[config.mk]
export PLATFORM = sky130hd
export DESIGN_NAME = cache_controller
export DESIGN_NICKNAME = d
export VERILOG_FILES = /design/src/rtl/cache_controller.sv
export SDC_FILE = /design/constraint.sdc
export NUM_CORES = 1
export LEC_CHECK = 0
export CORE_MARGIN = 5
export CORE_UTILIZATION = 35
export DETAILED_ROUTE_END_ITERATION = 8
export GPL_TIMING_DRIVEN = 1
export PLACE_DENSITY = 0.58
export SETUP_SLACK_MARGIN = 0.05
export SLEW_MARGIN = 20
export SYNTH_ARGS = -nofsm -noshare
export SYNTH_HDL_FRONTEND = slang
export SYNTH_SLANG_ARGS = --single-unit
[constraint.sdc]
create_clock -name CLK -period 7.8 [get_ports CLK]
set_input_delay 1.56 -clock CLK [delete_from_list [all_inputs] [get_ports CLK]]
set_output_delay 1.56 -clock CLK [all_outputs]
set_load 0.005 [all_outputs]
[src/rtl/cache_controller.sv]
// rtl/cache_controller.sv - direct-mapped write-back/write-allocate data cache controller
//
// Purpose: owns the tag/valid/dirty arrays of a direct-mapped data cache and
// sequences line write-back and refill over a word-serial memory handshake.
// The data RAM itself is external; this block only drives its controls.
// Optional feature macro: CACHE_STATS_EN (adds Hit_Count / Miss_Count).
//
// Ports:
//   CLK, RST            clock (rising edge), synchronous active-high reset
//   MemRead, MemWrite   core load/store request (both set = store)
//   Addr                core byte address {tag, index, word, 2'b00}
//   Stall               freeze core pipeline
//   DA_Index, DA_Word   data-array line / word select
//   DA_WE, DA_Sel       data-array write enable, source (0=core, 1=memory)
//   MEM_Req, MEM_Write  memory beat request, direction (1=write-back)
//   MEM_Addr            word-aligned beat address
//   MEM_Ack             beat accepted / read data valid
//   Hit_Count, Miss_Count  saturating statistics (CACHE_STATS_EN only)

module cache_controller #(
  parameter int ADDR_W   = 32,
  parameter int INDEX_W  = 5,
  parameter int OFFSET_W = 4
) (
  input  logic                  CLK,
  input  logic                  RST,
  input  logic                  MemRead,
  input  logic                  MemWrite,
  input  logic [ADDR_W-1:0]     Addr,
  output logic                  Stall,
  output logic [INDEX_W-1:0]    DA_Index,
  output logic [OFFSET_W-3:0]   DA_Word,
  output logic                  DA_WE,
  output logic                  DA_Sel,
  output logic                  MEM_Req,
  output logic                  MEM_Write,
  output logic [ADDR_W-1:0]     MEM_Addr,
  input  logic                  MEM_Ack
`ifdef CACHE_STATS_EN
  ,
  output logic [31:0]           Hit_Count,
  output logic [31:0]           Miss_Count
`endif
);

  localparam int TAG_W  = ADDR_W - INDEX_W - OFFSET_W;
  localparam int WORD_W = OFFSET_W - 2;
  localparam int LINES  = 2 ** INDEX_W;
  localparam logic [WORD_W-1:0] LAST_BEAT = '1;

  typedef enum logic [1:0] {
    S_IDLE      = 2'd0,
    S_WRITEBACK = 2'd1,
    S_REFILL    = 2'd2
  } state_t;

  state_t              r_state;
  logic [WORD_W-1:0]   r_beat;
  logic [ADDR_W-1:0]   r_miss_addr;
  logic [LINES-1:0]    r_valid;
  logic [LINES-1:0]    r_dirty;
  logic [TAG_W-1:0]    r_tag [LINES];

  logic [TAG_W-1:0]    w_tag;
  logic [INDEX_W-1:0]  w_idx;
  logic [WORD_W-1:0]   w_word;
  logic [TAG_W-1:0]    w_miss_tag;
  logic [INDEX_W-1:0]  w_miss_idx;
  logic [TAG_W-1:0]    w_old_tag;
  logic                w_req;
  logic                w_hit;
  logic                w_idle_hit;
  logic                w_idle_miss;
  logic                w_last_ack;
  logic                w_unused;

  assign w_tag      = Addr[ADDR_W-1 -: TAG_W];
  assign w_idx      = Addr[OFFSET_W +: INDEX_W];
  assign w_word     = Addr[2 +: WORD_W];
  assign w_miss_tag = r_miss_addr[ADDR_W-1 -: TAG_W];
  assign w_miss_idx = r_miss_addr[OFFSET_W +: INDEX_W];
  assign w_old_tag  = r_tag[w_miss_idx];
  assign w_unused   = ^{Addr[1:0], r_miss_addr[OFFSET_W-1:0]};

  assign w_req       = MemRead | MemWrite;
  assign w_hit       = r_valid[w_idx] & (r_tag[w_idx] == w_tag);
  assign w_idle_hit  = (r_state == S_IDLE) & w_req & w_hit;
  assign w_idle_miss = (r_state == S_IDLE) & w_req & ~w_hit;
  // Last refill beat accepted: the line becomes valid with the missed tag.
  assign w_last_ack  = (r_state == S_REFILL) & MEM_Ack & (r_beat == LAST_BEAT);

  always_ff @(posedge CLK) begin
    if (RST) begin
      r_state     <= S_IDLE;
      r_beat      <= '0;
      r_miss_addr <= '0;
      r_valid     <= '0;
      r_dirty     <= '0;
    end else begin
      case (r_state)
        S_IDLE: begin
          if (w_idle_hit) begin
            if (MemWrite) r_dirty[w_idx] <= 1'b1;
          end else if (w_idle_miss) begin
            r_miss_addr <= Addr;
            r_beat      <= '0;
            // The victim is dropped now so an abandoned burst never leaves a
            // half-refilled line looking valid; the old tag stays for write-back.
            r_valid[w_idx] <= 1'b0;
            if (r_valid[w_idx] & r_dirty[w_idx]) r_state <= S_WRITEBACK;
            else                                 r_state <= S_REFILL;
          end
        end
        S_WRITEBACK: begin
          if (MEM_Ack) begin
            if (r_beat == LAST_BEAT) begin
              r_beat  <= '0;
              r_state <= S_REFILL;
            end else begin
              r_beat <= r_beat + 1'b1;
            end
          end
        end
        S_REFILL: begin
          if (MEM_Ack) begin
            if (r_beat == LAST_BEAT) begin
              r_beat               <= '0;
              r_valid[w_miss_idx]  <= 1'b1;
              r_dirty[w_miss_idx]  <= 1'b0;
              r_state              <= S_IDLE;
            end else begin
              r_beat <= r_beat + 1'b1;
            end
          end
        end
        default: r_state <= S_IDLE;
      endcase
    end
  end

  // Tags are never cleared; valid alone qualifies them.
  always_ff @(posedge CLK) begin
    if (!RST && w_last_ack) r_tag[w_miss_idx] <= w_miss_tag;
  end

  // Outputs are decoded combinationally so a hit costs no added cycle and a
  // miss stalls the core in the very cycle it is detected.
  always_comb begin
    Stall     = 1'b0;
    DA_Index  = w_idx;
    DA_Word   = w_word;
    DA_WE     = 1'b0;
    DA_Sel    = 1'b0;
    MEM_Req   = 1'b0;
    MEM_Write = 1'b0;
    MEM_Addr  = '0;
    case (r_state)
      S_IDLE: begin
        Stall = w_idle_miss;
        DA_WE = w_idle_hit & MemWrite;
      end
      S_WRITEBACK: begin
        Stall     = 1'b1;
        DA_Index  = w_miss_idx;
        DA_Word   = r_beat;
        MEM_Req   = 1'b1;
        MEM_Write = 1'b1;
        MEM_Addr  = {w_old_tag, w_miss_idx, r_beat, 2'b00};
      end
      S_REFILL: begin
        Stall    = 1'b1;
        DA_Index = w_miss_idx;
        DA_Word  = r_beat;
        DA_WE    = MEM_Ack;
        DA_Sel   = 1'b1;
        MEM_Req  = 1'b1;
        MEM_Addr = {w_miss_tag, w_miss_idx, r_beat, 2'b00};
      end
      default: Stall = 1'b1;
    endcase
  end

`ifdef CACHE_STATS_EN
  logic [31:0] r_hit_count;
  logic [31:0] r_miss_count;

  always_ff @(posedge CLK) begin
    if (RST) begin
      r_hit_count  <= '0;
      r_miss_count <= '0;
    end else begin
      if (w_idle_hit && r_hit_count != 32'hFFFF_FFFF)
        r_hit_count <= r_hit_count + 32'd1;
      if (w_idle_miss && r_miss_count != 32'hFFFF_FFFF)
        r_miss_count <= r_miss_count + 32'd1;
    end
  end

  assign Hit_Count  = r_hit_count;
  assign Miss_Count = r_miss_count;
`else
  // Statistics counters are not built in this configuration.
`endif

endmodule

==> metrics, run 1 <==
status=finished, final reports clean; core box area=112000 µm²; worst hold path stage count=2; Yosys reg bits=837; sequential share of power=47.0%; I/O pin count=81; Setup crit start=Addr[7]; final hold viol count=0; Reg-to-Reg Start=r_tag[10][5]$_DFFE_PP_; max-cap violations=0; number of nets in the layout=2591; Pre-Repair DR Iteration Count=5; Clk network pwr share=between 40% and 50%; Primary FF master, synth=edfxtp_1; FF-to-FF End=r_dirty[4]$_SDFFE_PP0P_; switching share of power=23.5%; first-pass GRT wire length=195000 µm; post-synthesis cell area=just under 40000 µm²; global placement routability congestion=0.868; Internal=just over 8 mW; Mapped Cells=about 2400; sequential fraction of the synthesis area=61.4%; Arrival @ worst endpoint=6120 ps; CTS max path bufs=3; VDD IR max=0.197 mV; GRT overflow=0; final WL=139000 µm; DRC Markers=0; routed len/inst=33.7 µm; routed vias=about 26000; final core utilization=41.0%; Slew @ Worst Pin=1170 ps; initial antenna violation count=3; asr flop ratio synth=0%; CTS tree=yes; fraction of layout cells with a size suffix above 1=24.3%; headroom to the max-slew limit=21.6%; initial DRC count=roughly 3700; post-synthesis cell type count=64; vias in the first global route=26100; number of diodes=0; die height=345 µm; Initial Util=35.1%; Hold WS=456 ps; Root Driver=clkbuf_16; TNS Setup=0 ps; Vias/cell=6.35; Die Width=345 µm; cts bufs inserted=90; sw power=2.54 mW; port bufs=76; Worst setup EP type=output port; Pleak=about 15 nW; fin crit period=7680 ps; CP endpoint=Stall; setup violators final=0; R2R Setup Slk=3360 ps; Hold WC Path Type=flop to flop; WS Path Type=input port to output port; Syn-to-layout area delta=16.8%; number of flops mapped to enable cells by yosys=around 740; RSZ-0062 raised after global routing=no; total die area=119000 µm²; R2R depth=11; pwr dens=235 nW/µm²; Clock Sinks=approximately 840; fin crit share=98.4%; largest net degree at the start of global routing=72; H-tree lvl count=3; CP Max Fanout=14; worst clock skew=around 29 ps; critical path data required time=between 6000 and 7000 ps; Worst setup SP type=input port; CTS clock-pin slew for the worst setup and hold paths=60 ps; synth warn=0; Slew Limit Fails=0; FP Rows=123; DRT antenna net count=0; Hold Startpoint=r_valid[16]$_SDFFE_PP0P_; syn avg cell area=16.2 µm²; Clock Latency Late Sink=between 600 and 700 ps; FMAX=about 0.13 GHz; power share of the combinational group=10.6%; GRT Total Usage=22.4%; hpwl dp=81100 µm; Total Power=between 10 and 15 mW
[cell families after synthesis]
| group | count (synthesis) | share of synthesized area, % |
|---|---|---|
| other cells | 1 | 0.00955 |
| compound gates | 414 | 7.18 |
| buf+inv | 216 | 2.58 |
| mux | 644 | 24.3 |
| fa+ha+maj | 4 | 0.127 |
| flops | 837 | 61.4 |
| simple gates | 313 | 4.39 |
[critical path, stage by stage]
cell             delay, ps
clkdlybuf4s50_1        680
buf_4                  350
nand4bb_2              260
buf_4                  380
o22ai_1                120
nor4_1                 450
a21oi_1                180
nor4_4                 560
buf_4                  210
nand4_1                200
buf_4                  250
o31ai_4                240
nand2_1                130
clkdlybuf4s50_1        510
[layer usage]
layer / routed length, µm / GRT usage, % / vias up
met3: 14200 / 4.51 / 328
li1: - / - / 10400
met2: 64600 / 35.7 / 1796
met1: 54100 / 30.5 / 13700
met5: 13 / 0 / -
met4: 5950 / 8.12 / 2
[stage by stage]
step	std cells	worst slack, ps	cell area, µm²
2_1_floorplan	2430	1890	39300
3_3_place_gp	3955	-459	42600
4_1_cts	4125	72.1	45900
3_5_place_dp	3956	-256	42700
5_1_grt	4127	60.4	45900
6_report	4127	121	45900
[power groups by stage]
stage	logic [mW]	registers [mW]	clock network [mW]
finish	1.14	5.07	4.58
global route	1.19	5.07	4.82
CTS	1.13	5.07	4.62
detailed placement	1.12	5.16	0
global placement	1.10	5.16	0
floorplan	0.723	5.12	0
[cells in the mapped netlist (14+ instances only)]
library cell	instances	share of area [%]
a21oi_1	24	0.31
a22oi_1	29	0.55
a311oi_1	14	0.31
a31o_1	22	0.49
and3_1	23	0.37
buf_1	24	0.23
buf_2	67	0.85
clkbuf_1	91	0.87
dfxtp_1	101	5.1
edfxtp_1	736	56
mux2_2	29	0.83
mux2i_1	370	9.4
mux4_2	245	14
nand2_1	72	0.69
nor2_1	69	0.66
nor3b_1	31	0.59
nor4_1	49	0.78
o211ai_1	18	0.34
o21ai_0	27	0.34
o21ai_1	25	0.32
o22ai_1	184	2.9
o311ai_0	26	0.58
[sequential cells by signal (all words and copies together), names as in the netlist, named ones only]
register     cells
r_tag          736
r_dirty         32
r_valid         32
r_miss_addr     28
r_beat           2
r_state          2
[cell usage in the layout (no fill, tap or decap), drive strengths merged, types with 18 or more instances in the layout]
cell / Yosys / final
o22ai: 184 / 184
a31o: 26 / 26
o21ai: 52 / 52
mux2i: 370 / 370
edfxtp: 736 / 736
mux2: 29 / 29
clkinv: 2 / 29
buf: 112 / 158
a22oi: 29 / 29
o211ai: 18 / 18
clkbuf: 91 / 125
nor3b: 31 / 31
o311ai: 30 / 30
nor4: 49 / 49
dfxtp: 101 / 101
a21oi: 24 / 24
and3: 23 / 23
mux4: 245 / 245
clkdlybuf4s50: 0 / 71
nand2: 72 / 72
nor2: 69 / 69
[worst min-delay path by stage]
stage                                     to  slack (ps)
finish              r_valid[16]$_SDFFE_PP0P_         460
global route        r_valid[16]$_SDFFE_PP0P_         480
CTS                 r_valid[16]$_SDFFE_PP0P_         460
detailed placement  r_valid[16]$_SDFFE_PP0P_         450
global placement    r_valid[17]$_SDFFE_PP0P_         460
floorplan           r_valid[16]$_SDFFE_PP0P_         420
[what timing repair did]
item,CTS,global route
setup buffers,0,2
setup endpoints to repair,2,2
pin swaps,0,1
gates resized for setup,4,5
hold buffers,0,0
[layout make-up]
type,count,area [µm²]
clock buffers,125,2580
clock inverters,44,589
fillers,10200,66100
inverters,13,48.8
multi-input cells,1377,14500
flip-flops and latches,837,24100
well taps,1500,1880
repair buffers,231,2160
No activity file was read; power rests on OpenSTA's default activity.
==> run 2, diff against run 1 <==
- CORE_MARGIN: 5 -> unset
- SKIP_CTS_REPAIR_TIMING: unset -> 1
==> metrics, run 2 (synthesis results as in run 1) <==
most frequent cells in the layout=736 x edfxtp_1, 370 x mux2i_1, 245 x mux4_2, 184 x o22ai_1, 101 x buf_4; DRT antenna net count=0 (unchanged); CTS clock-pin slew for the worst setup and hold paths=60 ps (about the same); pwr dens=233 nW/µm² (-0.91%); hpwl dp=80000 µm (-1.4%); fin crit period=7480 ps (-202 ps); Hold WC Path Type=flop to flop; die height=337 µm (-2.3%); switching share of power=23.9% (+0.43 points); critical path data required time=6240 ps (about the same); GRT overflow=0 (unchanged); power share of the combinational group=10.2% (-0.4 points); first-pass GRT wire length=193000 µm (-0.78%); Slew @ Worst Pin=1200 ps (+26.1 ps); setup violators final=0 (unchanged); Vias/cell=6.39 (+0.54%); worst hold path stage count=2 (unchanged); cts bufs inserted=89 (-1.1%); Syn-to-layout area delta=16.3%; M1 WL=56300 µm (+4.0%); DRC Markers=0 (unchanged); commonest non-fill, non-tap cell in the layout=edfxtp_1; GRT Total Usage=24.2% (+1.8 points); Inst Count DP=3914 (-1.1%); CP Max Fanout=78 (+64); fin crit share=95.9% (-2.6 points); R2R Setup Slk=3430 ps (+70 ps); Layout Cells excl Fill=4084 (-1.0%); routed vias=26100 (-0.50%); Pleak=15.0 nW (-0.73%); largest net degree at the start of global routing=79 (+9.7%); Buf/Inv on CP=5 (-1); initial DRC count=3884 (+5.1%); vias in the first global route=25600 (-1.9%); Crit-path slowest cell=nor4_2; VDD IR max=0.156 mV (-21%); initial antenna violation count=8 (+5); CTS max path bufs=3 (unchanged); Die Width=337 µm (-2.3%); Clock Latency Late Sink=660 ps (about the same); Worst path max stage delay=540 ps (-140 ps); global placement routability congestion=0.866 (-0.21%); max-cap violations=0 (unchanged); Reg-to-Reg Start=r_tag[1][5]$_DFFE_PP_; Slew Limit Fails=0 (unchanged); FF-to-FF End=r_dirty[12]$_SDFFE_PP0P_; H-tree lvl count=3 (unchanged); sw power=2.55 mW (+0.43%); Pre-Repair DR Iteration Count=6 (+1); port bufs=76 (unchanged); CP delay by family, top=buffers and inverters; met2 WL post-DR=62800 µm (-2.8%); final WL=139000 µm (+0.28%); multi-input logic area=14500 µm² (-0.25%); Clock Sinks=837 (unchanged); worst clock skew=29.3 ps (+0.714 ps); Arrival @ worst endpoint=5920 ps (-200 ps); Reg with most FFs=r_tag; WL met3=15800 µm (+11%); Root Driver=clkbuf_16; Clk network pwr share=41.8% (-0.6 points); DR top layer=met5; Hold Startpoint=r_valid[16]$_SDFFE_PP0P_; R2R depth=11 (unchanged); core box area=111000 µm² (-0.95%); sequential share of power=47.9% (+0.9 points); CTS tree=yes; Initial Util=35.4% (+0.34 points); max FFs per register=736 (unchanged); hold path endpoint=r_valid[16]$_SDFFE_PP0P_; headroom to the max-slew limit=19.9% (-1.7 points); Cell Chain, Critical Path=buf_12, buf_12, buf_4, mux2i_1, o22ai_1, nor4_1, a21oi_1, nor4_2, buf_4, nand4_2, o31ai_4, nand2_1, clkdlybuf4s50_1; WS Path Type=input port to output port; RSZ-0062 raised after global routing=no; Worst setup SP type=input port; routed len/inst=34.1 µm (+1.3%); FMAX=0.134 GHz (+2.7%); FF/Latch Area=24100 µm² (about the same); Worst setup EP type=output port; number of nets in the layout=2564 (-1.0%); top flop regs=r_tag x736, r_dirty x32, r_valid x32; final core utilization=41.2% (+0.20 points); total die area=114000 µm² (-4.6%); status=finished, final reports clean; I/O pin count=81 (unchanged); number of diodes=0 (unchanged); final hold viol count=0 (unchanged); TNS Setup=0 ps (unchanged); FP Rows=122 (-0.81%); Internal=8.10 mW (-1.9%); fraction of layout cells with a size suffix above 1=23.7% (-0.60 points); FILL cells=9925 (-2.3%)
run 2: cell types whose count changed in the layout (fill, tap and decap cells not counted), sizes merged:
cell and delta:
buf -26, bufinv -3, clkbuf -1, clkdlybuf4s50 -1, clkinv -4, dlymetal6s2s +1, inv +3
run 2: layout make-up:
| class | count | share of cell area [%] |
|---|---|---|
| repair buffers | 205 | 4.65 |
| inverters | 13 | 0.107 |
| multi-input cells | 1377 | 31.7 |
| well taps | 1488 | 4.08 |
| clock buffers | 124 | 5.52 |
| clock inverters | 40 | 1.14 |
| flip-flops and latches | 837 | 52.9 |
run 2: layer usage:
metal | track usage (%) | vias up
met5 | 0 | -
met4 | 7.28 | 4
li1 | - | 10400
met2 | 37.1 | 1855
met1 | 33.8 | 13600
met3 | 6.02 | 285
run 2: tightest hold or removal path, stage by stage (launching register included):
cell and delay [ps]:
dfxtp_1 310, inv_1 60, a21oi_1 50
run 2: worst max-delay path by stage:
stage | startpoint | end | slack (ps) | cells after the start
after global placement | Addr[6] | Stall | -120 | 12
after CTS | Addr[6] | Stall | -80 | 12
final | Addr[5] | Stall | 320 | 13
after floorplan | Addr[5] | Stall | 1890 | 13
after detailed placement | Addr[6] | Stall | -20 | 12
after global routing | Addr[5] | Stall | 120 | 13
run 2: power by group through the flow:
stage | combinational [mW] | sequential (mW) | clock, mW
2_1_floorplan | 0.723 | 5.12 | 0
3_3_place_gp | 1.06 | 5.18 | 0
3_5_place_dp | 1.07 | 5.19 | 0
4_1_cts | 1.07 | 5.10 | 4.48
5_1_grt | 1.13 | 5.11 | 4.64
6_report | 1.09 | 5.10 | 4.45
run 2: metrics by stage:
step / worst slack, ps / hold slack [ps] / power [mW] / cell area, µm²
CTS: -77.0 / 458 / 10.7 / 45500
floorplan: 1890 / 421 / 5.84 / 39300
finish: 323 / 469 / 10.6 / 45700
global route: 121 / 489 / 10.9 / 45700
global placement: -121 / 451 / 6.25 / 42400
detailed placement: -17.0 / 449 / 6.26 / 42500
